## src/rtl/csr_wr_arbiter.sv

```systemverilog
// csr_wr_arbiter: round-robin arbiter sharing the CSR-file write port between
// NREQ requesters, with a one-entry registered output stage, flush squashing
// of speculative sources and a read-after-write hazard flag.
// Optional per-requester stall statistics are built when the macro
// CSR_WR_ARB_STATS_EN is defined (adds stall_cnt_o and starve_o).
module csr_wr_arbiter #(
  parameter int              NREQ       = 3,
  parameter int              XLEN       = 64,
  parameter logic [NREQ-1:0] FLUSH_MASK = 3'b001
) (
  input  logic                 clk,
  input  logic                 rstn,
  input  logic [NREQ-1:0]      req_valid_i,
  output logic [NREQ-1:0]      req_ready_o,
  input  logic [NREQ*12-1:0]   req_addr_i,
  input  logic [NREQ*XLEN-1:0] req_wdata_i,
  input  logic                 flush_i,
  input  logic                 csr_wbusy_i,
  output logic                 csr_wvalid_o,
  output logic [11:0]          csr_waddr_o,
  output logic [XLEN-1:0]      csr_wdata_o,
  input  logic [11:0]          raddr_i,
`ifdef CSR_WR_ARB_STATS_EN
  output logic [NREQ*16-1:0]   stall_cnt_o,
  output logic [NREQ-1:0]      starve_o,
`endif
  output logic                 raw_hazard_o
);

  localparam int SRCW = (NREQ > 1) ? $clog2(NREQ) : 1;

  // Output stage and round-robin pointer
  logic            out_valid_q;
  logic [11:0]     out_addr_q;
  logic [XLEN-1:0] out_data_q;
  logic [SRCW-1:0] out_src_q;
  logic [SRCW-1:0] rr_ptr_q;
  logic [SRCW-1:0] rr_ptr_d;

  logic [NREQ-1:0] elig;
  logic            grant_found;
  logic [SRCW-1:0] grant_idx;
  logic            grant;
  logic            out_flushed;
  logic            can_load;
  logic            retire;
  logic [11:0]     sel_addr;
  logic [XLEN-1:0] sel_data;

  // Output entry is squashed when its source is speculative and flush is high
  assign out_flushed  = out_valid_q && flush_i && FLUSH_MASK[out_src_q];
  assign csr_wvalid_o = out_valid_q && !out_flushed;
  assign csr_waddr_o  = out_addr_q;
  assign csr_wdata_o  = out_data_q;
  assign retire       = csr_wvalid_o && !csr_wbusy_i;
  assign can_load     = !out_valid_q || !csr_wbusy_i || out_flushed;

  // Speculative requesters are not eligible during a flush
  assign elig = req_valid_i & ~({NREQ{flush_i}} & FLUSH_MASK);

  // Round-robin search starting at rr_ptr_q
  always_comb begin
    int unsigned cand;
    cand        = 0;
    grant_found = 1'b0;
    grant_idx   = '0;
    for (int unsigned k = 0; k < NREQ; k++) begin
      cand = (32'(rr_ptr_q) + k) % NREQ;
      if (!grant_found && elig[SRCW'(cand)]) begin
        grant_found = 1'b1;
        grant_idx   = SRCW'(cand);
      end
    end
  end

  // One-hot ready to the winner; ready is held low while in reset
  always_comb begin
    req_ready_o = '0;
    for (int unsigned i = 0; i < NREQ; i++) begin
      req_ready_o[i] = rstn && grant_found && can_load && (grant_idx == SRCW'(i));
    end
  end

  assign grant = rstn && grant_found && can_load;

  // Select winner address and data from the packed request buses
  always_comb begin
    sel_addr = '0;
    sel_data = '0;
    for (int unsigned i = 0; i < NREQ; i++) begin
      if (grant_idx == SRCW'(i)) begin
        sel_addr = req_addr_i[12*i +: 12];
        sel_data = req_wdata_i[XLEN*i +: XLEN];
      end
    end
  end

  // Pointer moves to the requester after the winner
  always_comb begin
    if (grant_idx == SRCW'(NREQ - 1)) begin
      rr_ptr_d = '0;
    end else begin
      rr_ptr_d = grant_idx + SRCW'(1);
    end
  end

  // Output stage: load on grant (drain and load may coincide), clear on retire/flush
  always_ff @(posedge clk) begin
    if (!rstn) begin
      out_valid_q <= 1'b0;
      out_addr_q  <= '0;
      out_data_q  <= '0;
      out_src_q   <= '0;
      rr_ptr_q    <= '0;
    end else if (grant) begin
      out_valid_q <= 1'b1;
      out_addr_q  <= sel_addr;
      out_data_q  <= sel_data;
      out_src_q   <= grant_idx;
      rr_ptr_q    <= rr_ptr_d;
    end else if (retire || out_flushed) begin
      out_valid_q <= 1'b0;
    end
  end

  // RaW hazard: pending output entry or any requesting source hits raddr_i
  always_comb begin
    raw_hazard_o = out_valid_q && (out_addr_q == raddr_i);
    for (int unsigned i = 0; i < NREQ; i++) begin
      if (req_valid_i[i] && (req_addr_i[12*i +: 12] == raddr_i)) begin
        raw_hazard_o = 1'b1;
      end
    end
  end

`ifdef CSR_WR_ARB_STATS_EN
  logic [15:0] stall_cnt_q [NREQ];

  // Saturating count of cycles each requester waits without being accepted
  always_ff @(posedge clk) begin
    if (!rstn) begin
      for (int unsigned i = 0; i < NREQ; i++) begin
        stall_cnt_q[i] <= '0;
      end
    end else begin
      for (int unsigned i = 0; i < NREQ; i++) begin
        if (req_valid_i[i] && !req_ready_o[i] && (stall_cnt_q[i] != 16'hFFFF)) begin
          stall_cnt_q[i] <= stall_cnt_q[i] + 16'd1;
        end
      end
    end
  end

  // Flatten counters and derive the starvation flags
  always_comb begin
    stall_cnt_o = '0;
    starve_o    = '0;
    for (int unsigned i = 0; i < NREQ; i++) begin
      stall_cnt_o[16*i +: 16] = stall_cnt_q[i];
      starve_o[i]             = (stall_cnt_q[i] >= 16'd64);
    end
  end
`endif

endmodule
```

## config.mk

```make
export PLATFORM = sky130hd
export DESIGN_NAME = csr_wr_arbiter
export DESIGN_NICKNAME = d
export VERILOG_FILES = /design/src/rtl/csr_wr_arbiter.sv
export SDC_FILE = /design/constraint.sdc
export NUM_CORES = 1
export LEC_CHECK = 0
export ABC_AREA = 1
export BUFFER_PORTS_ARGS = -buffer_cell sky130_fd_sc_hd__buf_2
export CAP_MARGIN = 20
export CELL_PAD_IN_SITES_DETAIL_PLACEMENT = 1
export CELL_PAD_IN_SITES_GLOBAL_PLACEMENT = 1
export CORE_ASPECT_RATIO = 1.4
export CORE_MARGIN = 1.5
export CORE_UTILIZATION = 31
export DETAILED_ROUTE_END_ITERATION = 8
export GPL_TIMING_DRIVEN = 0
export PLACE_DENSITY = 0.84
export SLEW_MARGIN = 20
export SYNTH_ARGS = -nofsm -noshare
export SYNTH_HDL_FRONTEND = slang
export SYNTH_SLANG_ARGS = --single-unit
```

## constraint.sdc

```tcl
create_clock -name clk -period 5.8 [get_ports clk]
set_clock_uncertainty 0.15 [all_clocks]
set_input_delay 1.16 -clock clk [delete_from_list [all_inputs] [get_ports clk]]
set_output_delay 1.16 -clock clk [all_outputs]
set_load 0.005 [all_outputs]
```

==> results of run 1 <==
-- Yosys cell counts, drive strengths merged (4+ instances only) --
master | n | area, um^2
xnor2 | 8 | 70.1
nand2 | 243 | 920
inv | 109 | 409
xor2 | 12 | 105
nand4 | 13 | 81.3
a21oi | 103 | 515
clkbuf | 39 | 146
nand3 | 205 | 1040
o22ai | 9 | 56.3
or2 | 13 | 81.3
ha | 4 | 50.1
nor2 | 14 | 62.6
dfxtp | 81 | 1620
buf | 26 | 151
nor4 | 6 | 37.5
o21ai | 20 | 100
-- stage by stage --
stage / instances / hold slack, ns
2_1_floorplan: 919 / 0.294
3_3_place_gp: 1480 / 0.298
3_5_place_dp: 1480 / 0.302
4_1_cts: 1496 / 0.313
5_1_grt: 1499 / 0.333
6_report: 1499 / 0.312
-- critical path: cells and delay by family --
kind                   cells  cell delay (ns)
buffers and inverters      5             0.64
and+or+nand+nor            5             0.84
AOI/OAI and AO/OA          1             0.57
-- final timing paths --
path         slack [ns]                          from                      endpoint
max reg2reg        2.88      rr_ptr_q[0]$_SDFFE_PN0P_  csr_wdata_o[34]$_SDFFE_PN0P_
min reg2reg        0.31  csr_wdata_o[44]$_SDFFE_PN0P_  csr_wdata_o[44]$_SDFFE_PN0P_
max                1.27                req_valid_i[0]                req_ready_o[0]
min                0.31  csr_wdata_o[44]$_SDFFE_PN0P_  csr_wdata_o[44]$_SDFFE_PN0P_
-- sequential cells by signal, summed over array words and instances, names as in the netlist --
signal,count
csr_waddr_o,12
csr_wdata_o,64
out_src_q,2
out_valid_q,1
rr_ptr_q,2
-- cell families (layout without fill, tap and decap cells) --
group | count (synthesis) | count (layout)
AO/OA/AOI/OAI | 142 | 142
AND/OR/NAND/NOR | 497 | 497
adder cells (fa/ha/maj) | 4 | 4
other | 0 | 3
flip-flops | 81 | 81
XOR/XNOR | 20 | 20
buffers and inverters | 175 | 516
-- layer usage --
layer | vias to the layer above | track usage, % | wire length [um] | part of all wire, %
li1 | 3689 | - | - | -
met1 | 3539 | 30.9 | 10100 | 39
met2 | 289 | 49.7 | 13500 | 51
met3 | 73 | 3.56 | 1300 | 5.0
met4 | 0 | 16.1 | 1350 | 5.2
met5 | - | 0 | 0 | 0
-- area by class of cell --
cell class	count	area, um^2	share of cell area (%)
inverters	110	413	5.29
well taps	236	295	3.78
repair buffers	325	1630	20.8
flip-flops and latches	81	1620	20.8
multi-input cells	663	3220	41.3
plain buffers	65	298	3.81
clock inverters	7	100	1.28
diodes	3	7.51	0.0961
clock buffers	9	225	2.88
-- power by group through the flow --
| stage | Clock, W | Combinational [W] | Sequential [W] |
|---|---|---|---|
| after floorplan | 0 | 0.00169 | 0.000964 |
| after global placement | 0 | 0.00267 | 0.000958 |
| after detailed placement | 0 | 0.00273 | 0.000965 |
| after CTS | 0.000651 | 0.00274 | 0.000956 |
| after global routing | 0.000668 | 0.00306 | 0.000982 |
| final | 0.000636 | 0.00272 | 0.000956 |
==> impl_metrics.tcl, run 1 <==
set metrics [dict create \
    count_of_warnings_emitted_by_yosys 0 \
    postcts_setup_bufs 0 \
    half_perimeter_wire_length_after_placement_mm 21.3 \
    cts_inserted_buffers 9 \
    number_of_global_route_vias_before_repair 7837 \
    io_pins 328 \
    portbufs 325 \
    fraction_of_the_mapped_netlist_area_in_compound_gates_pct 13.7 \
    via_per_inst 5.06 \
    power.total_w 0.00431 \
    die-area_mm2 0.0187 \
    grt_first_pass_wirelength_mm 40.1 \
    setup_repair_after_global_routing_missed_its_margin "false" \
    clkSlewWorstSetupHoldPaths_ns 0.07 \
    die_width_um 116 \
    dr.first_iter.drc_count 402 \
    antenna_found_initial 3 \
    utilization_pct 44.7 \
    floorplan.initialDensity_pct 31.8 \
    timing.hold.worst_path_depth 2 \
    setup_tns_final_ns 0 \
    largest_family_of_logic_cells_by_synthesized_area "simple AND/OR/NAND/NOR gates" \
    fillCellCount 2518 \
    clkSinkCount 81 \
    mostFrequentLayoutCells "341 x buf_2, 242 x nand2_1, 203 x nand3_1" \
    drt-total-wl_mm 26.3 \
    cpPeakStageDelay_ns 0.57 \
    worstPathRequired_ns 4.49 \
    grt.total_usage_pct 27.8 \
    class_of_the_most_critical_hold_timing_path "flop to flop" \
    cts_root_buf "clkbuf_16" \
    place_area_mm2 0.00748 \
    seq_area_frac_synth_pct 29.2 \
    xor_xnor_fraction_of_synth_area_pct 3.15 \
    area_growth_pct 40.6 \
    synth_top_flop_cell "dfxtp_1" \
    critical_path.slowest_cell "a31oi_2" \
    critPathMaxFanout 10 \
    ant_nets 0 \
    async_reset_ff_share_pct 0 \
    design_area_mm2 0.00781 \
    power.share.switching_pct 50.3 \
    ir_worst_vdd_uv 194 \
    cts.path.max_buffers 2 \
    synthSimpleGateAreaFrac_pct 40.3 \
    synth_seq_cells 81 \
    place_congestion 0.938 \
    period_needed_ns 4.53 \
    number_of_detailed_routing_iterations_run_before_antenna_repair 5 \
    synthesis.nets 1170 \
    clockPowerShare_pct 14.7 \
    drive_above_1_share_pct 29.4 \
    critPathLaunchType "input port" \
    synth-edff-count 0 \
    synthesized_cell_area_mm2 0.00556 \
    power_per_cell_area_mw_per_mm2 552 \
    max_cap_viol_count 0 \
    fin_nets 1506 \
    worstRegToRegCells 12 \
    p_int_w 0.00214 \
    synthesis.instances 919 \
    timing.slew.headroom_pct 56.9 \
    synth_fa_ha_area_share_pct 0.901 \
    max_freq_mhz 221 \
    fin_ws_ns 1.27 \
    power.share.sequential_pct 22.2 \
    critical_path.cell_chain "buf_2 -> inv_1 -> nor2_1 -> nand2_1 -> a31oi_2 -> nand2_1 -> nor2_2 -> buf_2 -> nand2_1 -> inv_1 -> buf_2" \
    dp_worst_setup_slack_ns 1.29 \
    cts_resized 0 \
    path_class "input port to primary output" \
    wire_per_inst_um 17.5 \
    placeableCoreArea_mm2 0.0175 \
    final_common_cell "buf_2" \
    final_hold_viol_count 0 \
    cts_tree "yes" \
    clock_latency_ns 0.34 \
    synth.lib_cells_used.distinct 36 \
    critical_path_arrival_ns 3.22 \
    grt_remaining_overflow 0 \
    cts-hold-fix-buffers 0 \
    post-route-period-util_pct 78.0 \
    grt_start_max_net_pins 16 \
    count_of_final_max_slew_check_failures 0 \
    power.combinational.fraction_pct 63.1 \
    result_of_the_run "finished, final reports clean" \
    synth.mux.area_fraction_pct 0 \
    standard_cell_rows 57 \
    worst-slew-pin-transition_ns 0.644 \
    detail_route.drc_violations 0 \
    cts.htree.levels 3 \
    syn_avg_cell_area_um2 6.05 \
    die_h_um 161 \
    p_leak_nw 4.32 \
    worst_setup_path_end_kind "primary output" \
    via_count 7590 \
    finalSetupViolations 0 \
    p_switching_w 0.00217 \
]
Power figures use the tool's default switching activity.
==> run 2: changes to the inputs <==
--- a/config.mk
+++ b/config.mk
@@ -12,10 +12,10 @@
 export CELL_PAD_IN_SITES_GLOBAL_PLACEMENT = 1
 export CORE_ASPECT_RATIO = 1.4
 export CORE_MARGIN = 1.5
-export CORE_UTILIZATION = 31
+export CORE_UTILIZATION = 28
 export DETAILED_ROUTE_END_ITERATION = 8
 export GPL_TIMING_DRIVEN = 0
-export PLACE_DENSITY = 0.84
+export PLACE_DENSITY = 0.76
 export SLEW_MARGIN = 20
 export SYNTH_ARGS = -nofsm -noshare
 export SYNTH_HDL_FRONTEND = slang
==> constraint.sdc (replaced) <==
create_clock -name clk -period 4.3 [get_ports clk]
set_clock_uncertainty 0.15 [all_clocks]
set_input_delay 0.86 -clock clk [delete_from_list [all_inputs] [get_ports clk]]
set_output_delay 0.86 -clock clk [all_outputs]
set_load 0.005 [all_outputs]
==> run 2 against run 1 <==
  * Sequential cell count unchanged
  * Wire length up 2.8%
  * Register-to-register slack worse by 1.5 ns
  * Largest cell class unchanged
  * Global-route usage decreased by 2.3 points
==> impl_metrics.tcl, run 2 (synthesized netlist as in run 1, its figures left out) <==
set metrics [dict create \
    result_of_the_run "finished, final reports clean" \
    worstPathRequired_ns 3.29 \
    place_congestion 0.923 \
    clkSlewWorstSetupHoldPaths_ns 0.07 \
    via_count 7589 \
    largest_reg_flops 64 \
    critPathLaunchType "flop" \
    grt_start_max_net_pins 18 \
    drt-total-wl_mm 27.0 \
    drive_above_1_share_pct 29.4 \
    cts_resized 0 \
    grt_first_pass_wirelength_mm 40.5 \
    detail_route.drc_violations 0 \
    number_of_detailed_routing_iterations_run_before_antenna_repair 5 \
    finalSetupViolations 0 \
    die-area_mm2 0.0207 \
    cts_inserted_buffers 9 \
    placeableCoreArea_mm2 0.0194 \
    standard_cell_rows 60 \
    max_cap_viol_count 0 \
    power_per_cell_area_mw_per_mm2 738 \
    ir_worst_vdd_uv 228 \
    ant_nets 0 \
    die_h_um 170 \
    clock_latency_ns 0.34 \
    fillCellCount 2734 \
    worst-slew-pin-transition_ns 0.642 \
    via_per_inst 5.02 \
    critPathMaxFanout 10 \
    mostFrequentLayoutCells "341 x buf_2, 242 x nand2_1, 203 x nand3_1" \
    timing.slew.headroom_pct 57.2 \
    final_hold_viol_count 0 \
    count_of_final_max_slew_check_failures 0 \
    stdcell_count 1512 \
    final_common_cell "buf_2" \
    post-route-period-util_pct 90.9 \
    cts-hold-fix-buffers 0 \
    wire_per_inst_um 17.9 \
    p_leak_nw 4.31 \
    path_class "flop to primary output" \
    number_of_global_route_vias_before_repair 7639 \
    cts.htree.levels 3 \
    dr.first_iter.drc_count 303 \
    die_width_um 122 \
    area_growth_pct 40.4 \
    postcts_setup_bufs 0 \
    period_needed_ns 3.91 \
    setup_repair_after_global_routing_missed_its_margin "false" \
    dp_worst_setup_slack_ns 0.462 \
    grt.total_usage_pct 25.4 \
    grt_remaining_overflow 0 \
    fin_ws_ns 0.393 \
    antenna_found_initial 4 \
    max_freq_mhz 256 \
    fin_nets 1506 \
    half_perimeter_wire_length_after_placement_mm 22.0 \
    cts_root_buf "clkbuf_16" \
    setup_tns_final_ns 0 \
    floorplan.initialDensity_pct 28.7 \
    io_pins 328 \
    placed_cells_incl_taps 1492 \
    cts_tree "yes" \
    cts.path.max_buffers 2 \
    class_of_the_most_critical_hold_timing_path "flop to flop" \
    critical_path_arrival_ns 2.90 \
    portbufs 325 \
    clkSinkCount 81 \
    worst_setup_path_end_kind "primary output" \
]
==> run 2: worst max-delay path: stages, from the launching register on <==
cell and delay [ns]:
dfxtp_1 0.39, inv_1 0.08, ha_1 0.39, a21oi_1 0.24, nand2_1 0.09, nand2_1 0.11, nor2_4 0.06, nand3_2 0.18
nand2_1 0.13, nor2_2 0.29, buf_2 0.30, nand2_1 0.10, inv_1 0.06, buf_2 0.13
==> run 2: final timing paths <==
| path | startpoint | to | slack (ns) | depth (start not counted) |
|---|---|---|---|---|
| max reg2reg | rr_ptr_q[0]$_SDFFE_PN0P_ | csr_wdata_o[35]$_SDFFE_PN0P_ | 1.42 | 14 |
| min | csr_wdata_o[5]$_SDFFE_PN0P_ | csr_wdata_o[5]$_SDFFE_PN0P_ | 0.32 | 2 |
| min reg2reg | csr_wdata_o[5]$_SDFFE_PN0P_ | csr_wdata_o[5]$_SDFFE_PN0P_ | 0.32 | 2 |
| max | rr_ptr_q[0]$_SDFFE_PN0P_ | req_ready_o[0] | 0.39 | 13 |
==> run 2: where the power goes <==
| group | switching (W) | internal, W |
|---|---|---|
| Clock | 0.000369 | 0.000409 |
| Combinational | 0.00241 | 0.00129 |
| Sequential | 0.000199 | 0.00109 |
==> run 2: per-stage QoR <==
stage / hold slack (ns) / total power [W] / util (%) / instance area, um^2
floorplan: 0.294 / 0.00358 / - / 5560
global placement: 0.298 / 0.00493 / 38.7 / 7490
detailed placement: 0.304 / 0.00500 / 38.7 / 7490
CTS: 0.316 / 0.00581 / 40.2 / 7790
global route: 0.333 / 0.00626 / 40.3 / 7800
finish: 0.317 / 0.00576 / 40.3 / 7800
==> run 2: final cells by class <==
| class | instances | area, um^2 | share of cell area [%] |
|---|---|---|---|
| multi-input combinational | 663 | 3220 | 41.3 |
| clock buffer | 9 | 225 | 2.89 |
| timing repair buffer | 325 | 1630 | 20.9 |
| tap | 248 | 310 | 3.98 |
| buffer | 65 | 298 | 3.82 |
| sequential | 81 | 1620 | 20.8 |
| clock inverter | 7 | 70.1 | 0.898 |
| antenna | 4 | 10.0 | 0.128 |
| inverter | 110 | 413 | 5.29 |
==> run 2: metal layers <==
layer | vias up | GRT usage, % | part of all wire (%)
met1 | 3591 | 28.8 | 40
li1 | 3692 | - | -
met2 | 260 | 46.7 | 52
met5 | - | 0 | 0
met3 | 46 | 2.96 | 4.7
met4 | 0 | 12.2 | 3.8
